<file path="config.mk">
export PLATFORM = sky130hd
export DESIGN_NAME = nrz_line_decoder_flat
export DESIGN_NICKNAME = d
export VERILOG_FILES = /design/src/rtl/nrz_line_decoder_pkg.sv /design/src/rtl/nrz_line_decoder_if.sv /design/src/rtl/nrz_line_decoder_derand.sv /design/src/rtl/nrz_line_decoder.sv /design/src/flat_wrapper.sv
export SDC_FILE = /design/constraint.sdc
export NUM_CORES = 1
export LEC_CHECK = 0
export ABC_AREA = 0
export CORE_MARGIN = 5
export CORE_UTILIZATION = 54
export DETAILED_ROUTE_END_ITERATION = 10
export PLACE_DENSITY = 0.79
export SLEW_MARGIN = 20
export SYNTH_ARGS = -nofsm -noshare
export SYNTH_HDL_FRONTEND = slang
export SYNTH_SLANG_ARGS = --single-unit
</file>
<file path="constraint.sdc">
create_clock -name clk -period 2 [get_ports clk]
set_input_delay 0.4 -clock clk [delete_from_list [all_inputs] [get_ports clk]]
set_output_delay 0.4 -clock clk [all_outputs]
set_load 0.1 [all_outputs]
</file>
<file path="src/rtl/nrz_line_decoder_pkg.sv">
// Shared bit-sync definitions: line-code encodings, RNRZ descrambler taps,
// decoder FSM states and the per-symbol line-decode function.
package bitsync_pkg;

  typedef enum logic [1:0] {
    CODE_NRZL  = 2'b00,
    CODE_NRZM  = 2'b01,
    CODE_NRZS  = 2'b10,
    CODE_NRZLI = 2'b11
  } code_sel_t;

  localparam int RNRZ_TAP_A = 13;
  localparam int RNRZ_TAP_B = 14;
  localparam int RNRZ_LEN   = 15;

  // FILL: no real previous symbol yet; RUN: prev_h holds channel data.
  typedef enum logic {
    ST_FILL = 1'b0,
    ST_RUN  = 1'b1
  } dec_state_t;

  // Map hard decision h and the previous hard decision to a data bit.
  function automatic logic line_decode(input logic [1:0] sel, input logic h,
                                       input logic prev_h);
    logic d;
    d = h;
    case (sel)
      CODE_NRZL:  d = h;
      CODE_NRZM:  d = h ^ prev_h;
      CODE_NRZS:  d = ~(h ^ prev_h);
      CODE_NRZLI: d = ~h;
      default:    d = h;
    endcase
    return d;
  endfunction

endpackage

</file>
<file path="src/rtl/nrz_line_decoder_if.sv">
// Symbol-in / bit-out bus of the NRZ line decoder.
// Handshake: nrz_en is a one-cycle strobe qualifying nrz_i/code_sel/derand_on;
// there is no back-pressure, the decoder accepts a symbol every cycle.
// data_en is a one-cycle strobe qualifying data_o, one clock after nrz_en.
// low_density/fault_cnt are levels; fsm_state exposes the decoder FSM.
interface nrz_line_decoder_if;
  import bitsync_pkg::*;

  logic       nrz_en;
  logic [2:0] nrz_i;
  logic [1:0] code_sel;
  logic       derand_on;
  logic       data_o;
  logic       data_en;
  logic       low_density;
  logic [7:0] fault_cnt;
  dec_state_t fsm_state;

  modport master (
    output nrz_en, nrz_i, code_sel, derand_on,
    input  data_o, data_en, low_density, fault_cnt, fsm_state
  );

  modport slave (
    input  nrz_en, nrz_i, code_sel, derand_on,
    output data_o, data_en, low_density, fault_cnt, fsm_state
  );
endinterface

</file>
<file path="src/rtl/nrz_line_decoder_derand.sv">
// Self-synchronizing RNRZ-L descrambler (x^15+x^14+1). Output is combinational
// from the current bit so the decoder adds no latency; history shifts on every
// enabled bit even when bypassed so it is in sync when switched on.
module rnrz_derandomizer
  import bitsync_pkg::*;
(
  input  logic clk,
  input  logic rs,
  input  logic en,
  input  logic d,
  input  logic bypass,
  output logic q
);

  logic [RNRZ_LEN-1:0] sr;

  // Shift register of received (scrambled) bits.
  always_ff @(posedge clk) begin
    if (rs) begin
      sr <= '0;
    end else if (en) begin
      sr <= {sr[RNRZ_LEN-2:0], d};
    end
  end

  assign q = bypass ? d : (d ^ sr[RNRZ_TAP_A] ^ sr[RNRZ_TAP_B]);

endmodule

</file>
<file path="src/rtl/nrz_line_decoder.sv">
// NRZ-L/M/S line decoder with channel transition-density monitor.
// Optional RNRZ-L descrambler after the line decode when RNRZ_DERAND_EN is defined.
module nrz_line_decoder
  import bitsync_pkg::*;
#(
  parameter int WIN_LEN   = 256,
  parameter int WIN_W     = 8,
  parameter int MIN_TRANS = 16
) (
  input  logic            clk,
  input  logic            rs,
  nrz_line_decoder_if.slave bus
);

  dec_state_t       state_q, state_d;
  logic             prev_h;
  logic [WIN_W-1:0] win_cnt;
  logic [WIN_W:0]   trans_cnt;
  logic [WIN_W+1:0] total;
  logic             h, d_bit, bit_out, trans, win_end;
  logic             data_q, data_en_q, low_q;
  logic [7:0]       fault_q;

  assign h     = bus.nrz_i[2];
  assign d_bit = line_decode(bus.code_sel, h, prev_h);
  // In FILL prev_h is the reset value, not channel data, so no transition.
  assign trans   = (h ^ prev_h) & (state_q == ST_RUN);
  assign total   = {1'b0, trans_cnt} + {{(WIN_W+1){1'b0}}, trans};
  assign win_end = (win_cnt == WIN_W'(WIN_LEN - 1));

`ifdef RNRZ_DERAND_EN
  logic unused_soft;
  assign unused_soft = ^bus.nrz_i[1:0];

  rnrz_derandomizer u_derand (
    .clk    (clk),
    .rs     (rs),
    .en     (bus.nrz_en),
    .d      (d_bit),
    .bypass (~bus.derand_on),
    .q      (bit_out)
  );
`else
  logic unused_soft;
  assign unused_soft = ^{bus.nrz_i[1:0], bus.derand_on};
  assign bit_out     = d_bit;
`endif

  // FSM state register.
  always_ff @(posedge clk) begin
    if (rs) state_q <= ST_FILL;
    else    state_q <= state_d;
  end

  // FSM next state: first accepted symbol leaves FILL.
  always_comb begin
    state_d = state_q;
    if (bus.nrz_en && state_q == ST_FILL) state_d = ST_RUN;
  end

  // Decoded bit output register and symbol history.
  always_ff @(posedge clk) begin
    if (rs) begin
      data_q    <= 1'b0;
      data_en_q <= 1'b0;
      prev_h    <= 1'b0;
    end else begin
      data_en_q <= bus.nrz_en;
      if (bus.nrz_en) begin
        data_q <= bit_out;
        prev_h <= h;
      end
    end
  end

  // Transition-density window: count, then judge on the window's last symbol.
  always_ff @(posedge clk) begin
    if (rs) begin
      win_cnt   <= '0;
      trans_cnt <= '0;
      low_q     <= 1'b0;
      fault_q   <= 8'd0;
    end else if (bus.nrz_en) begin
      if (win_end) begin
        win_cnt   <= '0;
        trans_cnt <= '0;
        low_q     <= (total < (WIN_W+2)'(MIN_TRANS));
        if (total < (WIN_W+2)'(MIN_TRANS) && fault_q != 8'hFF) begin
          fault_q <= fault_q + 8'd1;
        end
      end else begin
        win_cnt <= win_cnt + 1'b1;
        if (trans && trans_cnt != '1) trans_cnt <= trans_cnt + 1'b1;
      end
    end
  end

  assign bus.data_o      = data_q;
  assign bus.data_en     = data_en_q;
  assign bus.low_density = low_q;
  assign bus.fault_cnt   = fault_q;
  assign bus.fsm_state   = state_q;

endmodule
</file>
<file path="src/flat_wrapper.sv">
// flat-port wrapper written by rule: the top's interface ports become plain ports
module nrz_line_decoder_flat import bitsync_pkg::*;
#(
  parameter int WIN_LEN   = 256,
  parameter int WIN_W     = 8,
  parameter int MIN_TRANS = 16
)
  (clk, rs, bus_nrz_en, bus_nrz_i, bus_code_sel, bus_derand_on, bus_data_o, bus_data_en, bus_low_density, bus_fault_cnt, bus_fsm_state);
  nrz_line_decoder_if bus_i ();
  input  logic clk;
  input  logic rs;
  input wire logic [$bits(bus_i.nrz_en)-1:0] bus_nrz_en;
  input wire logic [$bits(bus_i.nrz_i)-1:0] bus_nrz_i;
  input wire logic [$bits(bus_i.code_sel)-1:0] bus_code_sel;
  input wire logic [$bits(bus_i.derand_on)-1:0] bus_derand_on;
  output wire logic [$bits(bus_i.data_o)-1:0] bus_data_o;
  output wire logic [$bits(bus_i.data_en)-1:0] bus_data_en;
  output wire logic [$bits(bus_i.low_density)-1:0] bus_low_density;
  output wire logic [$bits(bus_i.fault_cnt)-1:0] bus_fault_cnt;
  output wire logic [$bits(bus_i.fsm_state)-1:0] bus_fsm_state;
  assign bus_i.nrz_en = bus_nrz_en;
  assign bus_i.nrz_i = bus_nrz_i;
  assign bus_i.code_sel = bus_code_sel;
  assign bus_i.derand_on = bus_derand_on;
  assign bus_data_o = bus_i.data_o;
  assign bus_data_en = bus_i.data_en;
  assign bus_low_density = bus_i.low_density;
  assign bus_fault_cnt = bus_i.fault_cnt;
  assign bus_fsm_state = bus_i.fsm_state;
  nrz_line_decoder #(.WIN_LEN(WIN_LEN), .WIN_W(WIN_W), .MIN_TRANS(MIN_TRANS)) u_core (.clk(clk), .rs(rs), .bus(bus_i));
endmodule
</file>
After elaboration in Yosys (flattened, before gate mapping)
Index checks and enable logic that the tools add are counted.

operators by class
  add/subtract/negate cells = 4
  $lt $le $gt $ge = 1
  equal/unequal tests = 6
  mux-type cells = 4
  bitwise logic cells = 5
  reduce and logical (&&, ||, !) cells = 8

operators with widths
  kind                                                                   number
  9-bit 2-to-1 mux                                                       2
  8-bit by 1-bit adder with 8-bit output, second input constant          2
  9-bit by 1-bit adder with 10-bit output                                1
  10-bit by 5-bit < comparator with 1-bit output, second input constant  1
  9-bit by 1-bit adder with 9-bit output, second input constant          1
  9-bit inequality test, second input constant                           1
  8-bit == test, second input constant                                   1
  8-bit 2-to-1 mux                                                       1
  8-bit inequality test, second input constant                           1
  2-bit == test, second input constant                                   2
  1-bit case mux with 4 select lines                                     1
  2-bit AND reduction                                                    2
  1-bit logical AND                                                      3
  1-bit NOT                                                              3
  3-bit AND reduction                                                    1
  2-bit by 1-bit == test with 1-bit output, second input constant        1
  2-bit zero test                                                        1
  2-bit nonzero test                                                     1
  1-bit bitwise AND                                                      1
  1-bit bitwise XOR                                                      1

word-level totals
  flip-flop bits (word level) = 30
  bits of input ports = 9

Longest topological paths before layout
Gate-level depths: netlist of run 1.

  depth after elaboration = 6
  depth in mapped cells = 7

Worst setup path before layout of run 1
OpenSTA, ideal clock, no wires.

  path type = register to register
  start = register u_core.fault_q[0], in the netlist u_core.bus.fault_cnt[0]
  end = register u_core.fault_q[4], in the netlist u_core.bus.fault_cnt[4]
  arrival time = 2.125 ns
  setup slack = -0.290 ns
  stages on the path, launching flop included = 6
  buffers on the path = 0
  period minus slack after synthesis = 2.290 ns
  cells stage by stage = dfxtp_1 > ha_1 > nand3_1 > nand2b_1 > o41ai_1 > o41ai_2

between the ends
  longest elaborated chain between the ends = 3
  elaborated cells between the ends (all ways) = 4

RTL lines
  item                                                                                            line                    text
  start: declaration                                                                              nrz_line_decoder.sv:22  logic [7:0] fault_q;
  start signal: assignment                                                                        nrz_line_decoder.sv:89  fault_q <= fault_q + 8'd1;
  parallel branches: the longest is 3 deep, another holds 8-bit by 1-bit adder with 8-bit output  n/a

Several ways; the timed one is not identified.
A chain may end at the register's enable or synchronous reset.

Worst setup path after layout of run 1
  start = register u_core.win_cnt[0]
  end = register u_core.fault_q[5], in the netlist u_core.bus.fault_cnt[5]

between the ends
  longest elaborated chain between the ends = 2

RTL lines
  item                           line                    text
  start: declaration             nrz_line_decoder.sv:17  logic [WIN_W-1:0] win_cnt;
  start signal: assignment       nrz_line_decoder.sv:92  win_cnt <= win_cnt + 1'b1;
  8-bit == test                  nrz_line_decoder.sv:29  assign win_end = (win_cnt == WIN_W'(WIN_LEN - 1));
  3-bit AND reduction (no line)  n/a

Every way passes these cells.

==> impl_metrics.json, run 1 <==
{
  "critPathKind": "reg -> reg",
  "layout_min_cycle_time_ns": 1.85,
  "clock_sinks": 30,
  "power.leakage_nw": 0.701,
  "drc": 0,
  "timing.rr.start": "u_core.win_cnt[0]",
  "worstPathCellList": "ha_1, and3_1, nand3_2, nor4_1, mux2_1",
  "nNetsFinal": 217,
  "hold_viol": 0,
  "synth-main-ff-cell": "dfxtp_1",
  "cts.clk_slew.worst_paths_ns": 0.09,
  "cp_num_cells": 5,
  "avgSynthCellArea_um2": 8.94,
  "final_core_util_pct": 67.2,
  "core_um2": 2760,
  "gp_congestion": 0.823,
  "min_period_over_period_pct": 92.3,
  "r2r-end": "u_core.bus.fault_cnt[5]",
  "nFillCells": 234,
  "grt_pass1_wl_um": 5820,
  "antenna_found_initial": 0,
  "grt_max_degree": 15,
  "cts_max_level": 2,
  "io_buffers": 17,
  "dr.pass1.iters": 4,
  "cts_inserted_buffers": 5,
  "post_cts_buffers": 0,
  "clockRootBuffer": "clkbuf_4",
  "hold_ws_ns": 0.460,
  "endpoint": "u_core.bus.fault_cnt[5]",
  "clock_latency_ns": 0.34,
  "crit_buf_inv": 0,
  "power.density_nw_per_um2": 576,
  "wl_per_cell_um": 14.3,
  "clk_path_buf_depth": 2,
  "via_count": 1390,
  "worstHoldPathType": "reg -> reg",
  "ys_types": 41,
  "cpPeakStageDelay_ns": 0.38,
  "chipHeight_um": 63.8,
  "synthArstFlopShare_pct": 0,
  "first_global_vias": 1396,
  "critPathLaunch": "u_core.win_cnt[0]",
  "cp_top_family": "simple AND/OR/NAND/NOR gates",
  "multi_input_area_um2": 937,
  "ios": 21,
  "endpoint_kind": "register",
  "slew_headroom_pct": 72.4,
  "synth_edf_count": 0,
  "rows": 19,
  "crit_path_start_kind": "register",
  "drive_gt1_share_pct": 20.1,
  "syn_inst": 175,
  "dp_hpwl_um": 2540,
  "min_path_cells": 2,
  "cts_tree": "done",
  "routed_wl_um": 3360,
  "ys_seq_elements": 30,
  "insertedDiodeCount": 0,
  "arrival_ns": 2.08,
  "crit_required_ns": 2.23,
  "yosysWarnings": 0,
  "syn_to_final_growth_pct": 18.5,
  "syn_nets": 188,
  "cap_violations": 0,
  "ff2ff_setup_slack_ns": 0.15,
  "rsz0062_at_grt": "false",
  "maxSlewViolCount": 0,
  "outcome": "complete, no violations",
  "regArea_um2": 611,
  "final-setup-viol-count": 0,
  "hp-start": "u_core.bus.low_density",
  "r2r_cells": 5,
  "crit_fanout": 10,
  "dieArea_um2": 4080,
  "overflow": 0,
  "final_antenna_net_count": 0,
  "worst_slew_pin_slew_ns": 0.409,
  "start_util_pct": 56.8,
  "synth_area_um2": 1570,
  "vias_per_cell": 5.91,
  "seq_area_frac_synth_pct": 38.4,
  "fin_skew_ns": 0.00939,
  "timing.fmax_mhz": 541,
  "grt_use_total_pct": 17.6,
  "cp_slowest_cell": "dfxtp_1",
  "dieWidth_um": 63.8,
  "drt_iter0_drc": 90,
  "peakVddDrop_mv": 0.403
}
==> cell usage after synthesis, types with 2 or more instances <==
| cell type | count | share of area, % |
|---|---|---|
| a21oi_1 | 5 | 1.6 |
| nand2b_1 | 8 | 3.2 |
| nand2_1 | 23 | 5.5 |
| nor2_1 | 21 | 5.0 |
| and4_1 | 3 | 1.7 |
| mux2i_1 | 14 | 9.0 |
| xnor2_1 | 4 | 2.2 |
| dfxtp_1 | 30 | 38 |
| mux2_1 | 4 | 2.9 |
| ha_1 | 4 | 3.2 |
| clkbuf_1 | 3 | 0.72 |
| nand4_1 | 8 | 3.2 |
| nor4_1 | 3 | 1.2 |
| nand3_1 | 5 | 1.6 |
| nor3_1 | 2 | 0.64 |
| inv_1 | 2 | 0.48 |
| xor2_1 | 5 | 2.8 |
| o41ai_1 | 2 | 1.1 |
| nor2b_1 | 6 | 2.4 |
| a211oi_1 | 2 | 0.96 |
==> cell usage in the layout, fill, tap and decap left out, drive strengths merged, types with 2 or more instances in the layout <==
cell type      count
nor3               2
inv                2
nand2b             8
and4               3
xor2               5
buf               22
mux2               4
dfxtp             30
xnor2              4
o41ai              3
or3                2
a21oi              5
a211oi             2
nand3              6
nor4               4
ha                 4
nor2              21
and3               2
clkbuf             7
nand4              8
mux2i             14
clkdlybuf4s50      5
nor2b              6
o21ai              2
nand2             23
==> sequential cells by signal, summed over array words and instances (netlist names) <==
register	flops
u_core.trans_cnt	9
u_core.bus.fault_cnt	8
u_core.win_cnt	8
u_core.bus.data_en	1
u_core.bus.data_o	1
u_core.bus.fsm_state	1
u_core.bus.low_density	1
u_core.prev_h	1
==> kinds of logic (layout without fill, tap and decap cells) <==
kind of cell	Yosys count	after routing	synth area share, %
simple gates	89	89	30.9
flops	30	30	38.4
compound gates	18	18	8.55
mux	18	18	11.8
xor+xnor	9	9	5.04
buf+inv	7	36	2.16
fa+ha+maj	4	4	3.20
==> where the power goes <==
| part | switching, W | total, W | internal, W |
|---|---|---|---|
| Sequential | 0.00000932 | 0.000617 | 0.000608 |
| Combinational | 0.0000737 | 0.000118 | 0.0000438 |
| Clock | 0.000201 | 0.000334 | 0.000132 |
==> how the worst min path moves through the flow <==
stage                                    to  slack (ns)
floorplan               u_core.trans_cnt[8]        0.45
global placement     u_core.bus.low_density        0.45
detailed placement   u_core.bus.low_density        0.45
CTS                  u_core.bus.low_density        0.47
global route        u_core.bus.fault_cnt[1]        0.52
finish               u_core.bus.low_density        0.46
==> metrics by stage <==
step	total power [W]	setup slack, ns	std cells	TNS [ns]	instance area, um2
after floorplan	0.000708	0.0883	175	0	1580
after global placement	0.000743	-0.138	228	-0.838	1800
after detailed placement	0.000749	-0.192	228	-1.08	1800
after CTS	0.00108	0.112	235	0	1850
after global routing	0.00111	0.00274	235	0	1850
final	0.00107	0.153	235	0	1850
==> tightest hold or removal path: cells and delay by family, from the launching register on <==
family           cells  cell delay (ns)
AO/OA/AOI/OAI        1             0.05
flip-flops           1             0.32
AND/OR/NAND/NOR      1             0.05
==> area by class of cell <==
class / instances / area share (%)
clock buffer: 7 / 2.43
tap: 31 / 2.09
timing repair buffer: 27 / 11.6
inverter: 2 / 0.405
sequential: 30 / 32.9
multi-input combinational: 138 / 50.5
==> what timing repair did <==
action,CTS,global route
setup endpoints to repair,0,1
hold buffers,0,0
resized for setup,0,1
==> per-layer routing <==
| layer | part of all wire (%) | track usage (%) | up-vias |
|---|---|---|---|
| met1 | 43 | 19.1 | 670 |
| li1 | - | - | 689 |
| met4 | 2.3 | 10.4 | 0 |
| met3 | 3.2 | 4.38 | 9 |
| met5 | 0 | 0 | - |
| met2 | 51 | 30.7 | 22 |
No activity file was read; power rests on OpenSTA's default activity.
==> run 2: changes to the inputs <==
- CORE_MARGIN: 5 -> 2
==> impl_metrics.json, run 2 (synthesis results as in run 1) <==
{
  "layout_min_cycle_time_ns": 1.86,
  "final_cell_mix": "23 x nand2_1, 22 x dfxtp_1, 21 x nor2_1, 21 x buf_4, 14 x mux2i_1",
  "min_path_cells": 2,
  "hold_viol": 0,
  "post_cts_buffers": 0,
  "cts_inserted_buffers": 5,
  "r2r-end": "u_core.trans_cnt[0]",
  "place_area_um2": 1800,
  "crit_fanout": 7,
  "io_buffers": 17,
  "hp-start": "u_core.bus.low_density",
  "final_cells": 235,
  "dp.cells": 227,
  "dieArea_um2": 3350,
  "wl_per_cell_um": 13.6,
  "first_global_vias": 1267,
  "dieWidth_um": 57.8,
  "syn_to_final_growth_pct": 19.6,
  "overflow": 0,
  "via_count": 1342,
  "crit_path_start_kind": "register",
  "clockRootBuffer": "clkbuf_4",
  "top_register": "u_core.trans_cnt",
  "timing.rr.start": "u_core.trans_cnt[0]",
  "worstHoldPathType": "reg -> reg",
  "endpoint_kind": "register",
  "grt_use_total_pct": 21.1,
  "final_common_cell": "nand2_1",
  "power.density_nw_per_um2": 595,
  "final_core_util_pct": 67.9,
  "crit_required_ns": 2.26,
  "cts_max_level": 2,
  "ff2ff_setup_slack_ns": 0.14,
  "dp_hpwl_um": 2340,
  "cts_tree": "done",
  "routed_wl_um": 3200,
  "worst_slew_pin_slew_ns": 0.412,
  "fin_skew_ns": 0.00741,
  "outcome": "complete, no violations",
  "final_antenna_net_count": 0,
  "maxSlewViolCount": 0,
  "critPathKind": "reg -> reg",
  "grt_max_degree": 15,
  "drc": 0,
  "gp_congestion": 0.832,
  "hold_end": "u_core.bus.low_density",
  "clk_path_buf_depth": 2,
  "ios": 21,
  "nFillCells": 238,
  "largest_reg_flops": 9,
  "rows": 19,
  "insertedDiodeCount": 0,
  "slew_headroom_pct": 72.6,
  "drt_iter0_drc": 55,
  "peakVddDrop_mv": 0.556,
  "vias_per_cell": 5.71,
  "final-setup-viol-count": 0,
  "r2r_cells": 8,
  "clock_sinks": 30,
  "cts.clk_slew.worst_paths_ns": 0.09,
  "cap_violations": 0,
  "min_period_over_period_pct": 93.1,
  "grt_pass1_wl_um": 5490,
  "power.leakage_nw": 0.707,
  "timing.fmax_mhz": 537,
  "start_util_pct": 56.8,
  "rsz0062_at_grt": "true",
  "chipHeight_um": 57.8,
  "drive_gt1_share_pct": 21.6,
  "arrival_ns": 2.12,
  "antenna_found_initial": 0,
  "nNetsFinal": 216,
  "core_um2": 2760,
  "dr.pass1.iters": 4,
  "fin_area_um2": 1870,
  "clock_latency_ns": 0.33
}
run 2: final cells by class:
type                       instances  area [um2]  share of cell area, %
clock buffer                       7        55.1                   2.94
timing repair buffer              26         208                   11.1
tap                               31        38.8                   2.07
multi-input combinational        138         947                   50.6
inverter                           2        7.51                  0.401
clock inverter                     1        5.00                  0.267
sequential                        30         611                   32.6
run 2: per-layer routing:
metal  routed length [um]  GRT usage (%)
met5                    0              0
met4                   46           8.64
met3                  144           6.47
met2                 1570           34.9
met1                 1430           25.5
run 2: worst max-delay path, stage by stage, from the launching register on:
cell      delay [ns]
dfxtp_1         0.34
ha_1            0.25
nand3_1         0.10
nor2_1          0.04
ha_1            0.17
nand3b_1        0.32
a21boi_1        0.22
buf_4           0.15
mux2i_1         0.19
run 2: worst max-delay path by stage:
stage,from,end,depth (start not counted)
after floorplan,u_core.bus.fsm_state,u_core.trans_cnt[0],3
after global placement,bus_nrz_i[2],u_core.bus.fault_cnt[2],5
after detailed placement,bus_nrz_i[2],u_core.bus.fault_cnt[3],5
after CTS,u_core.win_cnt[0],u_core.bus.fault_cnt[3],5
after global routing,u_core.trans_cnt[0],u_core.trans_cnt[0],8
final,u_core.trans_cnt[0],u_core.trans_cnt[0],8
run 2: what timing repair did:
item,CTS,global route
endpoints found under the hold margin,0,0
endpoints found under the setup margin,0,2
resized for setup,0,3
hold buffers,0,0
run 2: report_power, final:
part	switching, W	leakage, nW	internal (W)
Clock	0.000211	0.0353	0.000170
Combinational	0.0000743	0.424	0.0000423
Sequential	0.00000891	0.247	0.000608
run 2: per-stage QoR:
stage | hold slack [ns] | setup TNS (ns) | total power, W | setup WS [ns]
after floorplan | 0.452 | 0 | 0.000708 | 0.0883
after global placement | 0.447 | -0.876 | 0.000741 | -0.142
after detailed placement | 0.453 | -1.06 | 0.000747 | -0.203
after CTS | 0.467 | 0 | 0.00113 | 0.130
after global routing | 0.483 | 0 | 0.00117 | 0.00102
final | 0.460 | 0 | 0.00111 | 0.138
==> edit 1 (settings of run 2) <==
`WIN_W` is set to 8 in 2 places; all go to 12.
--- a/src/rtl/nrz_line_decoder.sv
+++ b/src/rtl/nrz_line_decoder.sv
@@ -4,7 +4,7 @@
   import bitsync_pkg::*;
 #(
   parameter int WIN_LEN   = 256,
-  parameter int WIN_W     = 8,
+  parameter int WIN_W     = 12,
   parameter int MIN_TRANS = 16
 ) (
   input  logic            clk,
--- a/src/flat_wrapper.sv
+++ b/src/flat_wrapper.sv
@@ -2,7 +2,7 @@
 module nrz_line_decoder_flat import bitsync_pkg::*;
 #(
   parameter int WIN_LEN   = 256,
-  parameter int WIN_W     = 8,
+  parameter int WIN_W     = 12,
   parameter int MIN_TRANS = 16
 )
   (clk, rs, bus_nrz_en, bus_nrz_i, bus_code_sel, bus_derand_on, bus_data_o, bus_data_en, bus_low_density, bus_fault_cnt, bus_fsm_state);
Behaviour: same outputs for any inputs over 10 cycles, from zero or initial values; that may be too few to reach the edited logic, so the function may still have changed.
==> edit 1 against run 2 <==
The run now ends with negative setup slack left. Sequential cell count increased by 8. Worst hold slack better by 0.0072 ns. Combinational power is 28% higher. Fmax decreased by 15%. Global-route usage grew 6.6 points. Sequential power up 25%. Synthesized area up 28%. Final area grew 51%. Worst setup slack got worse by 0.33 ns. Total power grew 40%. Routed wire length rose by 82%. Synthesized cell count rose by 35%. Largest cell class unchanged. Largest power group unchanged.
==> edit 1: results (changes against run 2) <==
status=complete, but fails checks (was completed); failing checks=negative setup slack; Final Skew=0.00968 ns (was 0.00741 ns); initial antenna violation count=0 (unchanged); nets=316 (was 216); CTS root buffer=clkbuf_8 (was clkbuf_4); first-pass GRT wire length=9.07 mm (was 5.49 mm); initial drt markers=254 (was 55); worst vdd ir=0.000475 V (was 0.000556 V); sequential cell area fraction in the yosys report=37.9% (was 38.4%); pre-CTS WS=-0.666 ns (was -0.203 ns); Setup TNS Final=-0.776 ns (was 0 ns); reg2reg setup slack=-0.19 ns (was 0.14 ns); Clock transition at path regs=0.08 ns; fraction of layout cells with a size suffix above 1=36.4% (was 21.6%); number of global-route vias before repair=2033 (was 1267); leak pwr=1.14 nW (was 0.707 nW); setup slack after layout=-0.193 ns (was 0.138 ns); CP Launch Point=u_core.trans_cnt[0]$_SDFFE_PP0P_ (unchanged); HPWL after DPL=3.70 mm (was 2.34 mm); FILL cells=240 (was 238); synth top area cells=dfxtp_1 (38%), nor2_1 (6.5%), xnor2_1 (5.7%) (was dfxtp_1 (38%), mux2i_1 (9.0%), nand2_1 (5.5%)); Routability Congestion=0.931 (was 0.832); Slew @ Worst Pin=0.454 ns (was 0.412 ns); Cell variety after synth=41 (unchanged); fin cells=353 (was 235); All-Layer GR Usage=27.7% (was 21.1%); worst setup path category=flop to flop (unchanged); max FFs per register=13 (was 9); Synth Flop Type=dfxtp_1 (unchanged); Final setup viols=7 (was 0); via count=2061 (was 1342); Mapped Avg Cell Area=8.51 um^2 (was 8.94 um^2); CP arrival=2.42 ns (was 2.12 ns); cts bufs inserted=5 (unchanged); post-layout util=78.4% (was 67.9%); Syn. warnings=0 (unchanged); WHS Path Cells=2 (unchanged); latest clock arrival within the worst-skew pair=0.29 ns (was 0.33 ns); CP Max Fanout=4 (was 7); Top reg by flops=u_core.trans_cnt (unchanged); Diodes inserted=0 (unchanged); reg2reg end=u_core.bus.fault_cnt[5]$_SDFFE_PP0P_ (was u_core.trans_cnt[0]$_SDFFE_PP0P_); drt first pass iters=4 (unchanged); WL per Instance=16.5 um (was 13.6 um); Commonest cells post-synth=dfxtp_1 (38), nor2_1 (35), nand2_1 (16), nand3_1 (16), xnor2_1 (13) (was dfxtp_1 (30), nand2_1 (23), nor2_1 (21)); Syn Nets=248 (was 188); placed cell count=338 (was 227); Int Pwr=1.20 mW (was 0.820 mW); Post-DP Area=2560 um^2 (was 1800 um^2); largest net degree at the start of global routing=18 (was 15); Reg2Reg Depth=7 (was 8); IO buf count=17 (unchanged); H-tree Lvls=2 (unchanged)
-- edit 1: cell count changes after synthesis, sizes merged, moves of 7 or more --
cell	change
dfxtp	+8
mux2i	-7
nand2	-7
nand3	+10
nor2	+14
nor3	+8
xnor2	+9
-- edit 1: logic make-up (layout without fill, tap and decap cells) --
family,Yosys count,after routing,synth area share [%]
buffers and inverters,11,80,2.06
flip-flops,38,38,37.9
adder cells (fa/ha/maj),3,3,1.87
AO/OA/AOI/OAI,25,25,8.29
multiplexers,11,11,6.36
XOR/XNOR,21,21,9.16
AND/OR/NAND/NOR,127,127,34.4
-- edit 1: layout make-up --
type                            instances  area share, %
Clock inverter                          3           1.42
Multi-Input combinational cell        187           46.9
Timing Repair Buffer                   71           19.7
Tap cell                               48           2.12
Inverter                                1          0.133
Sequential cell                        38           27.3
Clock buffer                            5           2.43
-- edit 1: how the worst min path moves through the flow --
| stage | from | slack, ns | end |
|---|---|---|---|
| CTS | u_core.bus.low_density$_SDFFE_PP0P_ | 0.47 | u_core.bus.low_density$_SDFFE_PP0P_ |
| global route | u_core.bus.low_density$_SDFFE_PP0P_ | 0.51 | u_core.bus.low_density$_SDFFE_PP0P_ |
| floorplan | u_core.trans_cnt[1]$_SDFFE_PP0P_ | 0.46 | u_core.trans_cnt[1]$_SDFFE_PP0P_ |
| finish | u_core.bus.low_density$_SDFFE_PP0P_ | 0.47 | u_core.bus.low_density$_SDFFE_PP0P_ |
| global placement | u_core.bus.low_density$_SDFFE_PP0P_ | 0.45 | u_core.bus.low_density$_SDFFE_PP0P_ |
| detailed placement | u_core.bus.low_density$_SDFFE_PP0P_ | 0.46 | u_core.bus.low_density$_SDFFE_PP0P_ |
-- edit 1: power by group through the flow --
stage                     sequential (mW)  clock [mW]  combinational [mW]
after floorplan                     0.820           0              0.0427
after global routing                0.774       0.684               0.159
after detailed placement            0.788           0               0.131
after CTS                           0.772       0.650               0.144
after global placement              0.788           0               0.127
final                               0.773       0.641               0.150
-- edit 1: worst max-delay path: stages, from the launching register on --
cell     delay (ns)
dfxtp_2        0.33
nand4_1        0.13
buf_4          0.16
or3b_4         0.41
mux2i_4        0.24
nand4_2        0.17
or4_4          0.55
a21oi_2        0.14
-- edit 1: routing by layer --
| layer | vias to the layer above | wire length, um | global-route usage [%] |
|---|---|---|---|
| li1 | 971 | - | - |
| met1 | 983 | 2280 | 30.5 |
| met2 | 82 | 3030 | 50.9 |
| met3 | 25 | 300 | 5.56 |
| met4 | 0 | 212 | 12.0 |
| met5 | - | 0 | 0 |
-- edit 1: timing repair --
item / in CTS / in global routing
endpoints found under the hold margin: 0 / 0
resized for setup: 13 / 15
setup buffers: 3 / 4
pin swaps: 8 / 7
setup endpoints to repair: 12 / 14
==> edit 2 (flow settings as in run 2) <==
Made on the original files. The option `RNRZ_DERAND_EN` is turned on by a define.
--- a/src/rtl/nrz_line_decoder.sv
+++ b/src/rtl/nrz_line_decoder.sv
@@ -1,5 +1,7 @@
 // NRZ-L/M/S line decoder with channel transition-density monitor.
 // Optional RNRZ-L descrambler after the line decode when RNRZ_DERAND_EN is defined.
+`define RNRZ_DERAND_EN
+
 module nrz_line_decoder
   import bitsync_pkg::*;
 #(
Check against the original RTL: no difference found for any inputs over 10 cycles, from zero or initial values; that may be too few to reach the edited logic, so the function may still have changed.
==> edit 2 against run 2 <==
The run now ends with negative setup slack left. Worst setup slack got worse by 0.18 ns. Fmax decreased by 8.9%. Count of clock-buffer cells in the layout decreased by 1. Total power increased by 52%. Sequential cell count increased by 15. Routed wire length increased by 36%. Synthesized area increased by 27%. Final area increased by 41%. Clock skew increased by 0.0019 ns. Die area increased by 25%. Critical endpoint is now u_core.bus.fault_cnt[5]$_SDFFE_PP0P_. Largest power group unchanged. Highest routed layer unchanged.
==> edit 2: results (changes against run 2) <==
worst vdd ir=0.000590 V (was 0.000556 V); FILL cells=247 (was 238); nets=276 (was 216); CTS root buffer=clkbuf_8 (was clkbuf_4); vias per inst=5.51 (was 5.71); reg2reg end=u_core.bus.fault_cnt[5]$_SDFFE_PP0P_ (was u_core.trans_cnt[0]$_SDFFE_PP0P_); Syn Nets=231 (was 188); leak pwr=1.03 nW (was 0.707 nW); area share of the leading cell type in the synthesized netlist=45.2% (was 38.4%); initial drt markers=114 (was 55); HPWL after DPL=2.65 mm (was 2.34 mm); most common cell after layout, fill and taps aside=nor2_1 (was nand2_1); Setup TNS Final=-0.0938 ns (was 0 ns); first-pass GRT wire length=7.54 mm (was 5.49 mm); status=complete, but fails checks (was completed); Slew @ Worst Pin=0.518 ns (was 0.412 ns); CP Max Fanout=6 (was 7); CP arrival=2.23 ns (was 2.12 ns); fin cells=312 (was 235); Mapped Avg Cell Area=9.14 um^2 (was 8.94 um^2); latest clock arrival within the worst-skew pair=0.31 ns (was 0.33 ns); largest net degree at the start of global routing=28 (was 15); Routability Congestion=0.802 (was 0.832); All-Layer GR Usage=23.4% (was 21.1%); setup slack after layout=-0.0430 ns (was 0.138 ns); WL per Instance=14.0 um (was 13.6 um); placed cell count=298 (was 227); CP Launch Point=u_core.win_cnt[1]$_SDFFE_PP0P_ (was u_core.trans_cnt[0]$_SDFFE_PP0P_); Cell variety after synth=36 (was 41); Post-DP Area=2350 um^2 (was 1800 um^2); Final setup viols=3 (was 0); fraction of layout cells with a size suffix above 1=31.1% (was 21.6%); Final Skew=0.00931 ns (was 0.00741 ns); pre-CTS WS=-0.457 ns (was -0.203 ns); failing checks=negative setup slack; Commonest cells post-synth=dfxtp_1 (45), nor2_1 (43), mux2i_1 (18) (was dfxtp_1 (30), nand2_1 (23), nor2_1 (21)); synth top area cells=dfxtp_1 (45%), mux2i_1 (9.0%), nor2_1 (8.1%) (was dfxtp_1 (38%), mux2i_1 (9.0%), nand2_1 (5.5%))
edit 2: cell types whose count changed in the layout (fill, tap and decap cells not counted), sizes merged, moves of 4 or more:
cell / before / now
buf: 21 / 43
nor2: 21 / 43
dfxtp: 30 / 45
nand2: 23 / 8
a21oi: 5 / 12
nand2b: 8 / 2
xnor2: 4 / 10
nor2b: 6 / 1
o31ai: 0 / 5
mux2i: 14 / 18
or4: 1 / 5
edit 2: worst min-delay path by stage:
| stage | endpoint | slack [ns] | cells past startpoint | from |
|---|---|---|---|---|
| floorplan | u_core.u_derand.sr[0]$_SDFFE_PP0P_ | 0.46 | 2 | u_core.u_derand.sr[0]$_SDFFE_PP0P_ |
| global placement | u_core.u_derand.sr[4]$_SDFFE_PP0P_ | 0.47 | 2 | u_core.u_derand.sr[3]$_SDFFE_PP0P_ |
| detailed placement | u_core.bus.fault_cnt[5]$_SDFFE_PP0P_ | 0.48 | 2 | u_core.bus.fault_cnt[5]$_SDFFE_PP0P_ |
| CTS | u_core.bus.fault_cnt[5]$_SDFFE_PP0P_ | 0.49 | 2 | u_core.bus.fault_cnt[5]$_SDFFE_PP0P_ |
| global route | u_core.bus.fault_cnt[5]$_SDFFE_PP0P_ | 0.52 | 2 | u_core.bus.fault_cnt[5]$_SDFFE_PP0P_ |
| finish | u_core.bus.fault_cnt[1]$_SDFFE_PP0P_ | 0.49 | 2 | u_core.bus.fault_cnt[1]$_SDFFE_PP0P_ |
edit 2: kinds of logic after synthesis:
kind of cell,share of synthesized area [%]
compound gates,8.98
buf+inv,3.58
fa+ha+maj,2.51
flops,45.2
mux,9.61
simple gates,22.6
xor+xnor,7.47
edit 2: cell type report:
cell class,count,share of cell area (%)
inverters,3,0.428
well taps,48,2.28
clock inverters,2,0.665
flip-flops and latches,45,34.7
clock buffers,6,3.14
multi-input cells,159,43.8
repair buffers,49,15.0
edit 2: power breakdown:
group | total, mW | switching (mW) | internal [mW]
logic | 0.150 | 0.0890 | 0.0606
clock network | 0.626 | 0.339 | 0.287
registers | 0.922 | 0.0116 | 0.910
edit 2: critical path: stages, from the launching register on:
cell     delay [ns]
dfxtp_2        0.36
ha_4           0.14
nand3_2        0.07
or3_4          0.34
or3b_4         0.42
buf_6          0.15
buf_6          0.12
o31ai_4        0.21
a21oi_1        0.10
edit 2: per-layer routing:
metal | track usage (%) | routed length [um]
met1 | 29.1 | 2040
met2 | 36.1 | 2060
met3 | 6.60 | 160
met4 | 13.3 | 95
met5 | 0 | 0
edit 2: what timing repair did:
item	in CTS	in global routing
buffers inserted	6	0
pin swaps	6	9
resized for setup	12	21
setup endpoints to repair	6	16
